[src/rtl/mem_stage_ctrl.sv]
// Memory-stage data-bus sequencer: issues the M-stage dbus request, waits for the
// address and data phases, captures load data, and counts memory-stall cycles.
module mem_stage_ctrl #(
  parameter int unsigned CNT_W = 32
) (
  input  logic             clk,
  input  logic             reset,
  input  logic             mem_en,
  input  logic             mem_wr,
  input  logic [31:0]      mem_addr,
  input  logic [2:0]       mem_size,
  input  logic [3:0]       mem_strobe,
  input  logic [31:0]      mem_wdata,
  input  logic             pipe_go,
  output logic             dreq_valid,
  output logic [31:0]      dreq_addr,
  output logic [2:0]       dreq_size,
  output logic [3:0]       dreq_strobe,
  output logic [31:0]      dreq_data,
  input  logic             dresp_addr_ok,
  input  logic             dresp_data_ok,
  input  logic [31:0]      dresp_data,
  output logic [31:0]      rdata,
  output logic             stall_mem,
  output logic [CNT_W-1:0] wait_cycles
);

  localparam logic [1:0] IDLE      = 2'd0;
  localparam logic [1:0] WAIT_DATA = 2'd1;
  localparam logic [1:0] DONE      = 2'd2;

  logic [1:0]       state_q, state_d;
  logic             capture;
  logic [31:0]      rdata_q;
  logic [CNT_W-1:0] cnt_q;

  always_comb begin
    state_d = state_q;
    capture = 1'b0;
    case (state_q)
      IDLE: begin
        // Bus handshakes are meaningless unless a request is actually presented.
        if (mem_en && dresp_addr_ok) begin
          if (dresp_data_ok) begin
            state_d = DONE;
            capture = 1'b1;
          end else begin
            state_d = WAIT_DATA;
          end
        end
      end
      WAIT_DATA: begin
        if (dresp_data_ok) begin
          state_d = DONE;
          capture = 1'b1;
        end
      end
      DONE: begin
        if (pipe_go) state_d = IDLE;
      end
      default: state_d = IDLE;
    endcase
  end

  always_ff @(posedge clk or posedge reset) begin
    if (reset) begin
      state_q <= IDLE;
      rdata_q <= 32'h0;
      cnt_q   <= '0;
    end else begin
      state_q <= state_d;
      if (capture) rdata_q <= dresp_data;
      if (stall_mem) cnt_q <= cnt_q + CNT_W'(1);
    end
  end

  // Request fields follow the M-stage inputs, which the pipeline holds while stalled.
  assign dreq_valid  = ~reset & mem_en & (state_q == IDLE);
  assign dreq_addr   = mem_addr;
  assign dreq_size   = mem_size;
  assign dreq_strobe = mem_wr ? mem_strobe : 4'b0000;
  assign dreq_data   = mem_wdata;

  assign stall_mem   = ~reset & mem_en & (state_q != DONE);
  assign rdata       = rdata_q;
  assign wait_cycles = cnt_q;

endmodule

[config.mk]
export PLATFORM = sky130hd
export DESIGN_NAME = mem_stage_ctrl
export DESIGN_NICKNAME = d
export VERILOG_FILES = /design/src/rtl/mem_stage_ctrl.sv
export SDC_FILE = /design/constraint.sdc
export NUM_CORES = 1
export LEC_CHECK = 0
export BUFFER_PORTS_ARGS = -buffer_cell sky130_fd_sc_hd__buf_2
export CAP_MARGIN = 25
export CORE_AREA = 2 2 95 97
export CTS_BUF_LIST = sky130_fd_sc_hd__clkbuf_8
export DETAILED_ROUTE_END_ITERATION = 10
export DIE_AREA = 0 0 97 99
export PLACE_DENSITY = 0.83
export SYNTH_ARGS = -nofsm -noshare
export SYNTH_HDL_FRONTEND = slang
export SYNTH_SLANG_ARGS = --single-unit
[constraint.sdc]
create_clock -name clk -period 2.65 [get_ports clk]
set_input_delay 0.265 -clock clk [delete_from_list [all_inputs] [get_ports clk]]
set_output_delay 0.265 -clock clk [all_outputs]
set_load 0.05 [all_outputs]
Word level (Yosys, flattened, before mapping)
Index checks and enable logic that the tools add are counted.

word-level totals
  flip-flop bits (word level) = 66
  output and inout bits = 137

cells by class
  $add $sub $neg = 1
  eq/ne operators = 6
  mux-type cells = 9
  bitwise gates (word level) = 4
  reductions and logical operators = 3

operators by type and width
  kind                                                             count
  32-bit by 1-bit adder with 32-bit output, second input constant  1
  2-bit two-way mux                                                4
  2-bit inequality test, second input constant                     4
  2-bit one-hot mux with 3 select lines                            1
  4-bit two-way mux                                                1
  1-bit AND                                                        3
  3-bit AND reduction                                              1
  2-bit by 1-bit == test with 1-bit output, second input constant  1
  2-bit == test, second input constant                             1
  2-bit zero test                                                  1
  1-bit two-way mux                                                2
  1-bit one-hot mux with 2 select lines                            1
  1-bit logical AND                                                1
  1-bit NOT                                                        1

Longest topological paths before layout
Gate-level depths: netlist of the first run.

  word-level depth = 3
  gate-level depth with buffers = 6
  depth with buffers taken out = 6

Least setup slack after synthesis of the first run
No wires, ideal clock.

  kind = flip-flop to flip-flop
  start point = register state_q[1]
  end point = register cnt_q[1], in the netlist wait_cycles[1]
  arrival time = 1.825 ns
  path slack = 0.700 ns
  cell stages (with the launch flop) = 4
  path buffers = 0
  clock period less this slack = 1.950 ns
  path through = dfrtp_1 > nor2b_2 > nor2_1 > mux2_2

on the way
  word-level cells in the longest chain between the ends = 2

ends and longest elaborated chain
  what                    RTL line  text
  from (decl)             32        logic [1:0] state_q, state_d;
  from (signal assigned)  71        state_q <= state_d;
  2-bit inequality test   84        assign stall_mem = ~reset & mem_en & (state_q != DONE);
  1-bit AND               84
  net stall_mem           24        output logic stall_mem,
  to (signal assigned)    73        if (stall_mem) cnt_q <= cnt_q + CNT_W'(1);
  to (decl)               35        logic [CNT_W-1:0] cnt_q;

The timed path passes the listed nets, and every way through them passes these cells.
A chain may end at the register's enable or synchronous reset.

Worst setup path after layout of the first run
  start point = register state_q[1]
  end point = output port stall_mem

on the way
  word-level cells in the longest chain between the ends = 2

ends and longest elaborated chain
  what                   RTL line
  2-bit inequality test  84
  1-bit AND              84
  to (decl)              24

No other way between the ends.

==> results of run 1 <==
kinds of logic after synthesis:
group / count (synthesis) / share of synthesized area
AO/OA/AOI/OAI: 2 / 0.00421
XOR/XNOR: 31 / 0.0830
adder cells (fa/ha/maj): 1 / 0.00383
buffers and inverters: 74 / 0.165
flip-flops: 66 / 0.505
multiplexers: 33 / 0.114
AND/OR/NAND/NOR: 66 / 0.125
layer usage:
layer | wire length (um) | track usage | part of all wire
met1 | 2500 | 0.156 | 0.37
met2 | 3440 | 0.246 | 0.51
met3 | 459 | 0.0447 | 0.068
met4 | 387 | 0.111 | 0.057
met5 | 0 | 0 | 0
cells in the mapped netlist (5+ instances only):
master	count	area (um2)
sky130_fd_sc_hd__nand2_1	12	45.0
sky130_fd_sc_hd__and2_1	5	31.3
sky130_fd_sc_hd__nand4_1	8	50.1
sky130_fd_sc_hd__buf_4	67	503
sky130_fd_sc_hd__nor2_1	11	41.3
sky130_fd_sc_hd__xor2_1	12	105
sky130_fd_sc_hd__nand3_1	10	50.1
sky130_fd_sc_hd__dfrtp_1	66	1650
sky130_fd_sc_hd__xnor2_1	19	166
sky130_fd_sc_hd__mux2_2	33	372
stage by stage:
step | cells | instance area (um2) | util | power [mW] | hold slack, ns
final | 438 | 3660 | 0.428 | 3.43 | 0.0344
after global routing | 438 | 3660 | 0.428 | 3.59 | 0.0739
after CTS | 438 | 3660 | 0.428 | 3.48 | 0.0335
after detailed placement | 424 | 3470 | 0.406 | 2.62 | 0.408
after global placement | 424 | 3470 | 0.406 | 2.58 | 0.388
after floorplan | 273 | 3270 | - | 2.57 | 0.336
critical path: cells and delay by family (launching register included):
kind,cells,cell delay (ns)
buffers and inverters,1,0.34
DFF,1,0.42
and+or+nand+nor,2,0.53
state kept, by name, indices dropped and copies added, names as in the netlist:
name and count:
rdata 32, state_q 2, wait_cycles 32
final timing paths:
kind / endpoint / slack, ns / cells past startpoint
setup reg to reg: wait_cycles[22] / 0.89 / 6
min in group clk: state_q[0] / 0.12 / 2
hold reg to reg: wait_cycles[31] / 0.48 / 1
setup / recovery: stall_mem / 0.77 / 3
max in group asynchronous: wait_cycles[28] / 1.99 / 3
hold / removal: rdata[2] / 0.03 / 2
report_power, final:
part	total (mW)	switching (mW)	internal, mW
registers	1.34	0.140	1.20
logic	1.25	0.922	0.326
clock network	0.835	0.362	0.472
total	3.43	1.42	2.00
layout make-up:
class / count / area share
Timing Repair Buffer: 114 / 0.161
Clock inverter: 3 / 0.0109
Clock buffer: 11 / 0.0414
Multi-Input combinational cell: 133 / 0.296
Tap cell: 108 / 0.0369
Inverter: 3 / 0.00308
Sequential cell: 66 / 0.451
cell usage in the layout, fill, tap and decap left out, types with 3 or more instances in the layout:
cell type / Yosys / layout
sky130_fd_sc_hd__nor2_1: 11 / 11
sky130_fd_sc_hd__xor2_1: 12 / 12
sky130_fd_sc_hd__and3_1: 3 / 3
sky130_fd_sc_hd__buf_2: 3 / 112
sky130_fd_sc_hd__and2_1: 5 / 5
sky130_fd_sc_hd__nand2_1: 12 / 12
sky130_fd_sc_hd__nand3_1: 10 / 10
sky130_fd_sc_hd__and4_1: 3 / 3
sky130_fd_sc_hd__mux2_2: 33 / 33
sky130_fd_sc_hd__nand4_1: 8 / 8
sky130_fd_sc_hd__dfrtp_1: 66 / 66
sky130_fd_sc_hd__xnor2_1: 19 / 19
sky130_fd_sc_hd__clkbuf_8: 0 / 11
==> reports/results.md, run 1 <==
## Drt
* 6790 um — Post-Route WL
* 0 — antenna viol nets, final
* 48 — number of violations reported at the end of detailed-routing iteration 0
* 0 — # DRC
* 4.79 — Via density
* 4 — first drt pass iteration count
* 15.5 um — DR WL/cell
* 2100 — detailed-route via count

## Critical path
* wait_cycles[0] — launching point of the worst reg2reg path
* reg -> out — type of the worst setup path
* sky130_fd_sc_hd__dfrtp_1 — Critical-path top delay cell
* flop — kind of launch point of the worst setup path
* 1.62 ns — arrival time worst endpoint
* 0.42 ns — biggest cell delay along the critical path
* 2.38 ns — data required time at the worst endpoint
* 5 — maximum fanout along the worst path
* state_q[1] — CP Launch Point
* output port — category of the worst setup path capture point
* nor2b_2 > nor2_1 > buf_2 — cell-by-cell trace of the critical path

## Run
* 0 — max cap viols

## Floorplanning
* 0.382 — starting density of the core
* 99 um — floorplan die height
* 247 — I/O pin cnt
* 8550 um2 — core area
* 97 um — Die W
* 34 — count of standard-cell rows
* 9600 um2 — area enclosed by the die boundary

## Synthesis
* 3270 um2 — synthesized cell area
* 1.00 — share of synthesized flip-flops with an asynchronous set or reset
* 0 — warning count from the yosys run
* 273 — number of standard cells after synthesis
* 12.0 um2 — Avg Inst Size Synth
* 66 — number of synthesized register bits
* 384 — Net Count, Synth
* 27 — number of distinct library cells after synthesis
* 0 — number of flops mapped to enable cells by yosys
* 0.505 — Seq/Total Area, Yosys
* sky130_fd_sc_hd__dfrtp_1 — Most used DFF post-synth

## Layout
* 1650 um2 — Sequential Area
* 822 — number of inserted filler cells in the final layout
* 1080 um2 — combined area of the multi-input logic cells
* 0.530 — share of final-layout standard cells stronger than drive strength 1
* 0 — antenna fix cells
* 12.0% — Area growth, synth to finish
* 438 — layout net count

## Global route
* 11200 um — first-pass GRT wire length
* 0.147 — global-route usage over all layers
* 2192 — via count of the first global-routing pass
* 0 — gr ovfl total
* 38 — maximum number of pins on one net before global-route repair
* 0 — antenna violations before repair

## STA
* 0 — number of pins exceeding their max-slew limit in the final report
* 0 ns — Total Neg Setup Slack
* 531 MHz — maximum clock frequency
* 0.663 ns — slew at the pin closest to its max-slew limit
* 0 — final hold violation count
* 0.766 ns — minimum setup slack in the final design
* 1.88 ns — final critical path time including I/O delays and setup
* 0 — number of setup violations in the final report
* no — RSZ-0062 raised after global routing
* 0.00885 ns — worst setup skew after layout
* 0.711 — Tcrit/Tclk final
* 0.557 — normalized max-slew margin

## Clock network
* 0 — post-cts hold buffer count
* 0 — quantity of gates resized following cts
* 0.33 ns — worst-skew pair later-pin latency
* 3 — number of H-tree levels
* 66 — sink count of the clock tree
* 0 — Setup Fix Bufs, Post-CTS
* yes — CTS tree
* sky130_fd_sc_hd__clkbuf_8 — Clk Tree Root Cell
* 2 — number of buffers on the longest clock path
* 9 — CTS Buf Count
* 0.07 ns — clock-pin transition on the worst setup and hold timing paths

## Power
* 0.000920 V — peak supply drop
* 1.84 nW — cell leakage power
* 936 nW/um2 — areal power density over the cells

## Run status
* complete, no violations — outcome

## Placed design
* 112 — total of buffers placed on input and output ports
* 5130 um — final HPWL from detailed placement
* 0.863 ns — worst slack at placement
* 0.752 — final RePlAce weighted congestion

## Min path
* in -> async — Min-Delay Path Class

(Power assumes the default switching activity.)
==> inputs of run 2 (changes only) <==
ABC_AREA = 1   (was default)
CORE_AREA = default   (was 2 2 95 97)
CORE_MARGIN = 2   (was default)
CORE_UTILIZATION = 40   (was default)
DIE_AREA = default   (was 0 0 97 99)
PLACE_DENSITY = 0.86   (was 0.83)
clock period = 1.5 ns   (was 2.65 ns; I/O delays follow)
==> reports/results.md, run 2 <==
## Drt
* 132 — number of violations reported at the end of detailed-routing iteration 0, was 48
* 9000 um — Post-Route WL, was 6790 um
* 4.78 — Via density, was 4.79
* 3039 — detailed-route via count, was 2100
* 4 — first drt pass iteration count, unchanged
* 0 — antenna viol nets, final, unchanged
* 14.2 um — DR WL/cell, was 15.5 um
* 0 — # DRC, unchanged

## STA
* 0.962 — Tcrit/Tclk final
* 0.455 — normalized max-slew margin, was 0.557
* no — RSZ-0062 raised after global routing, unchanged
* 0.00681 ns — worst setup skew after layout, was 0.00885 ns
* 0 — number of pins exceeding their max-slew limit in the final report, unchanged
* 0 — final hold violation count, unchanged
* 693 MHz — maximum clock frequency
* 0 — number of setup violations in the final report, unchanged
* 1.44 ns — final critical path time including I/O delays and setup
* 0.817 ns — slew at the pin closest to its max-slew limit, was 0.663 ns
* 0 ns — Total Neg Setup Slack, unchanged

## Clock network
* 66 — sink count of the clock tree, unchanged
* sky130_fd_sc_hd__clkbuf_8 — Clk Tree Root Cell, unchanged
* 0.35 ns — worst-skew pair later-pin latency, was 0.33 ns
* 9 — CTS Buf Count, unchanged
* 3 — number of H-tree levels, unchanged
* 0.08 ns — clock-pin transition on the worst setup and hold timing paths, was 0.07 ns
* yes — CTS tree, unchanged
* 2 — number of buffers on the longest clock path, unchanged

## Run
* 0 — max cap viols, unchanged

## Synthesis
* 0 — number of flops mapped to enable cells by yosys, unchanged
* 66 — number of synthesized register bits, unchanged
* sky130_fd_sc_hd__nand2_1 — most frequent cell after synthesis, was sky130_fd_sc_hd__buf_4
* 8.14 um2 — Avg Inst Size Synth, was 12.0 um2
* sky130_fd_sc_hd__nand2_1, sky130_fd_sc_hd__buf_4, sky130_fd_sc_hd__dfrtp_1 — most numerous cell types in the synthesized netlist, was sky130_fd_sc_hd__buf_4, sky130_fd_sc_hd__dfrtp_1, sky130_fd_sc_hd__mux2_2
* sky130_fd_sc_hd__dfrtp_1 — Most used DFF post-synth, unchanged
* 0.438 — Seq/Total Area, Yosys, was 0.505
* sky130_fd_sc_hd__dfrtp_1, sky130_fd_sc_hd__buf_4, sky130_fd_sc_hd__nand2_1 — top area cells in the synthesized netlist, was sky130_fd_sc_hd__dfrtp_1, sky130_fd_sc_hd__buf_4, sky130_fd_sc_hd__mux2_2
* 3770 um2 — synthesized cell area, was 3270 um2
* 463 — number of standard cells after synthesis, was 273
* 0 — warning count from the yosys run, unchanged
* 27 — number of distinct library cells after synthesis, unchanged
* 1.00 — share of synthesized flip-flops with an asynchronous set or reset, unchanged
* 0.438 — fraction of synthesized cell area taken by the top area cell type, was 0.505
* sky130_fd_sc_hd__dfrtp_1 — Synth area leader, unchanged
* 574 — Net Count, Synth, was 384

## Run status
* complete, no violations — outcome, unchanged

## Power
* 0.425 — share of power burned in combinational logic, was 0.364
* 4.11 mW — design internal power, was 2.00 mW
* 1790 nW/um2 — areal power density over the cells, was 936 nW/um2
* 3.59 mW — power dissipated by switching net loads, was 1.42 mW
* 0.338 — sequential group share of total power, was 0.392
* 0.466 — switching part of the total power, was 0.416
* 0.00121 V — peak supply drop, was 0.000920 V
* 0.236 — clock network fraction of total power, was 0.244
* 2.31 nW — cell leakage power, was 1.84 nW

## Global route
* 67 — maximum number of pins on one net before global-route repair, was 38
* 0.184 — global-route usage over all layers, was 0.147
* 14400 um — first-pass GRT wire length, was 11200 um
* 0 — antenna violations before repair, unchanged
* 3019 — via count of the first global-routing pass, was 2192
* 0 — gr ovfl total, unchanged

## Floorplanning
* 101 um — Die W, was 97 um
* 9200 um2 — core area, was 8550 um2
* 35 — count of standard-cell rows, was 34
* 101 um — floorplan die height, was 99 um
* 247 — I/O pin cnt, unchanged
* 0.410 — starting density of the core, was 0.382
* 10200 um2 — area enclosed by the die boundary, was 9600 um2

## Layout
* 0.468 — end-of-flow core utilization, was 0.428
* 0.352 — share of final-layout standard cells stronger than drive strength 1, was 0.530
* sky130_fd_sc_hd__nand2_1, sky130_fd_sc_hd__buf_2, sky130_fd_sc_hd__inv_1 — most frequent cells in the layout, was sky130_fd_sc_hd__buf_2, sky130_fd_sc_hd__dfrtp_1, sky130_fd_sc_hd__mux2_2
* 0 — antenna fix cells, unchanged
* sky130_fd_sc_hd__nand2_1 — most common library cell in the layout ignoring fill and taps, was sky130_fd_sc_hd__buf_2
* 14.3% — Area growth, synth to finish, was 12.0%
* 631 — layout net count, was 438

## Critical path
* 1.29 ns — arrival time worst endpoint, was 1.62 ns
* 5 — maximum fanout along the worst path, unchanged
* 1.35 ns — data required time at the worst endpoint, was 2.38 ns
* flop — kind of launch point of the worst setup path, unchanged
* output port — category of the worst setup path capture point, unchanged
* reg -> out — type of the worst setup path, unchanged

## Placed design
* 0.956 — final RePlAce weighted congestion, was 0.752
* 112 — total of buffers placed on input and output ports, unchanged
* 6920 um — final HPWL from detailed placement, was 5130 um

## Min path
* in -> reg — Min-Delay Path Class, was in -> async

## run 2: cell types whose count changed after synthesis, moves of 5 or more
cell and delta:
sky130_fd_sc_hd__nand2_1 +110, sky130_fd_sc_hd__inv_1 +54, sky130_fd_sc_hd__mux2_2 -33, sky130_fd_sc_hd__o21ai_1 +22
sky130_fd_sc_hd__nor2_1 +20, sky130_fd_sc_hd__xnor2_1 -16, sky130_fd_sc_hd__o21ai_0 +11, sky130_fd_sc_hd__nor2_2 +9
sky130_fd_sc_hd__nor2_4 +8, sky130_fd_sc_hd__nand2_2 +7, sky130_fd_sc_hd__nand3b_1 +7, sky130_fd_sc_hd__and2_1 -5
## run 2: what timing repair did
action	4_1_cts	5_1_grt
pin swaps	0	1
hold endpoints to repair	2	0
buffers inserted	0	2
gates cloned	0	1
gates resized for setup	2	3
hold buffers	2	0
endpoints found under the setup margin	1	2
## run 2: per-layer routing
metal / share of wire / track usage
met3: 0.086 / 0.0499
met4: 0.057 / 0.131
met2: 0.51 / 0.327
met5: 0 / 0
met1: 0.34 / 0.184
## run 2: worst max-delay path: stages (launching register included)
cell,delay (ns)
sky130_fd_sc_hd__dfrtp_1,0.43
sky130_fd_sc_hd__inv_2,0.07
sky130_fd_sc_hd__nor2_4,0.20
sky130_fd_sc_hd__nor2_8,0.08
sky130_fd_sc_hd__buf_8,0.16
## run 2: area by class of cell
cell class                      count  area [um2]
Timing Repair Buffer              120         648
Inverter                           61         241
Tap cell                          111         139
Clock buffer                        9         124
Fill cell                         870        4890
Sequential cell                    66        1670
Multi-Input combinational cell    262        1370
Clock inverter                      7         119
## run 2: cells by family (layout without fill, tap and decap cells)
kind of cell	Yosys count	after routing	share of synthesized area
simple gates	210	211	0.267
buf+inv	136	197	0.206
flops	66	66	0.438
compound gates	34	34	0.0458
xor+xnor	16	16	0.0392
fa+ha+maj	1	1	0.00332
## run 2: power by group through the flow
stage               combinational, mW  clock (mW)  sequential (mW)
global placement                 3.23           0             2.62
detailed placement               3.28           0             2.64
floorplan                        1.21           0             4.34
finish                           3.28        1.82             2.61
global route                     3.47        1.93             2.67
CTS                              3.28        1.87             2.61
## run 2: final timing paths
path / slack [ns] / end / cells after the start / start
worst max-delay path: 0.06 / stall_mem / 4 / state_q[1]
worst min-delay path: 0.02 / rdata[7] / 3 / dresp_data[7]
worst max register to register: 0.09 / wait_cycles[26] / 7 / state_q[0]
worst min register to register: 0.49 / rdata[12] / 2 / rdata[12]
max in group asynchronous: 0.82 / wait_cycles[3] / 3 / reset
min in group asynchronous: 0.11 / rdata[23] / 3 / reset
## run 2: stage by stage
step | setup slack, ns | hold WS [ns] | total power, mW | instances | area, um2
after floorplan | 0.0145 | -0.0235 | 5.55 | 463 | 3800
after global placement | 0.177 | 0.300 | 5.84 | 615 | 4000
after detailed placement | 0.116 | 0.300 | 5.91 | 615 | 4000
after CTS | 0.0133 | 0.00503 | 7.77 | 633 | 4270
after global routing | 0.000845 | 0.0135 | 8.08 | 636 | 4310
final | 0.0572 | 0.0185 | 7.70 | 636 | 4310
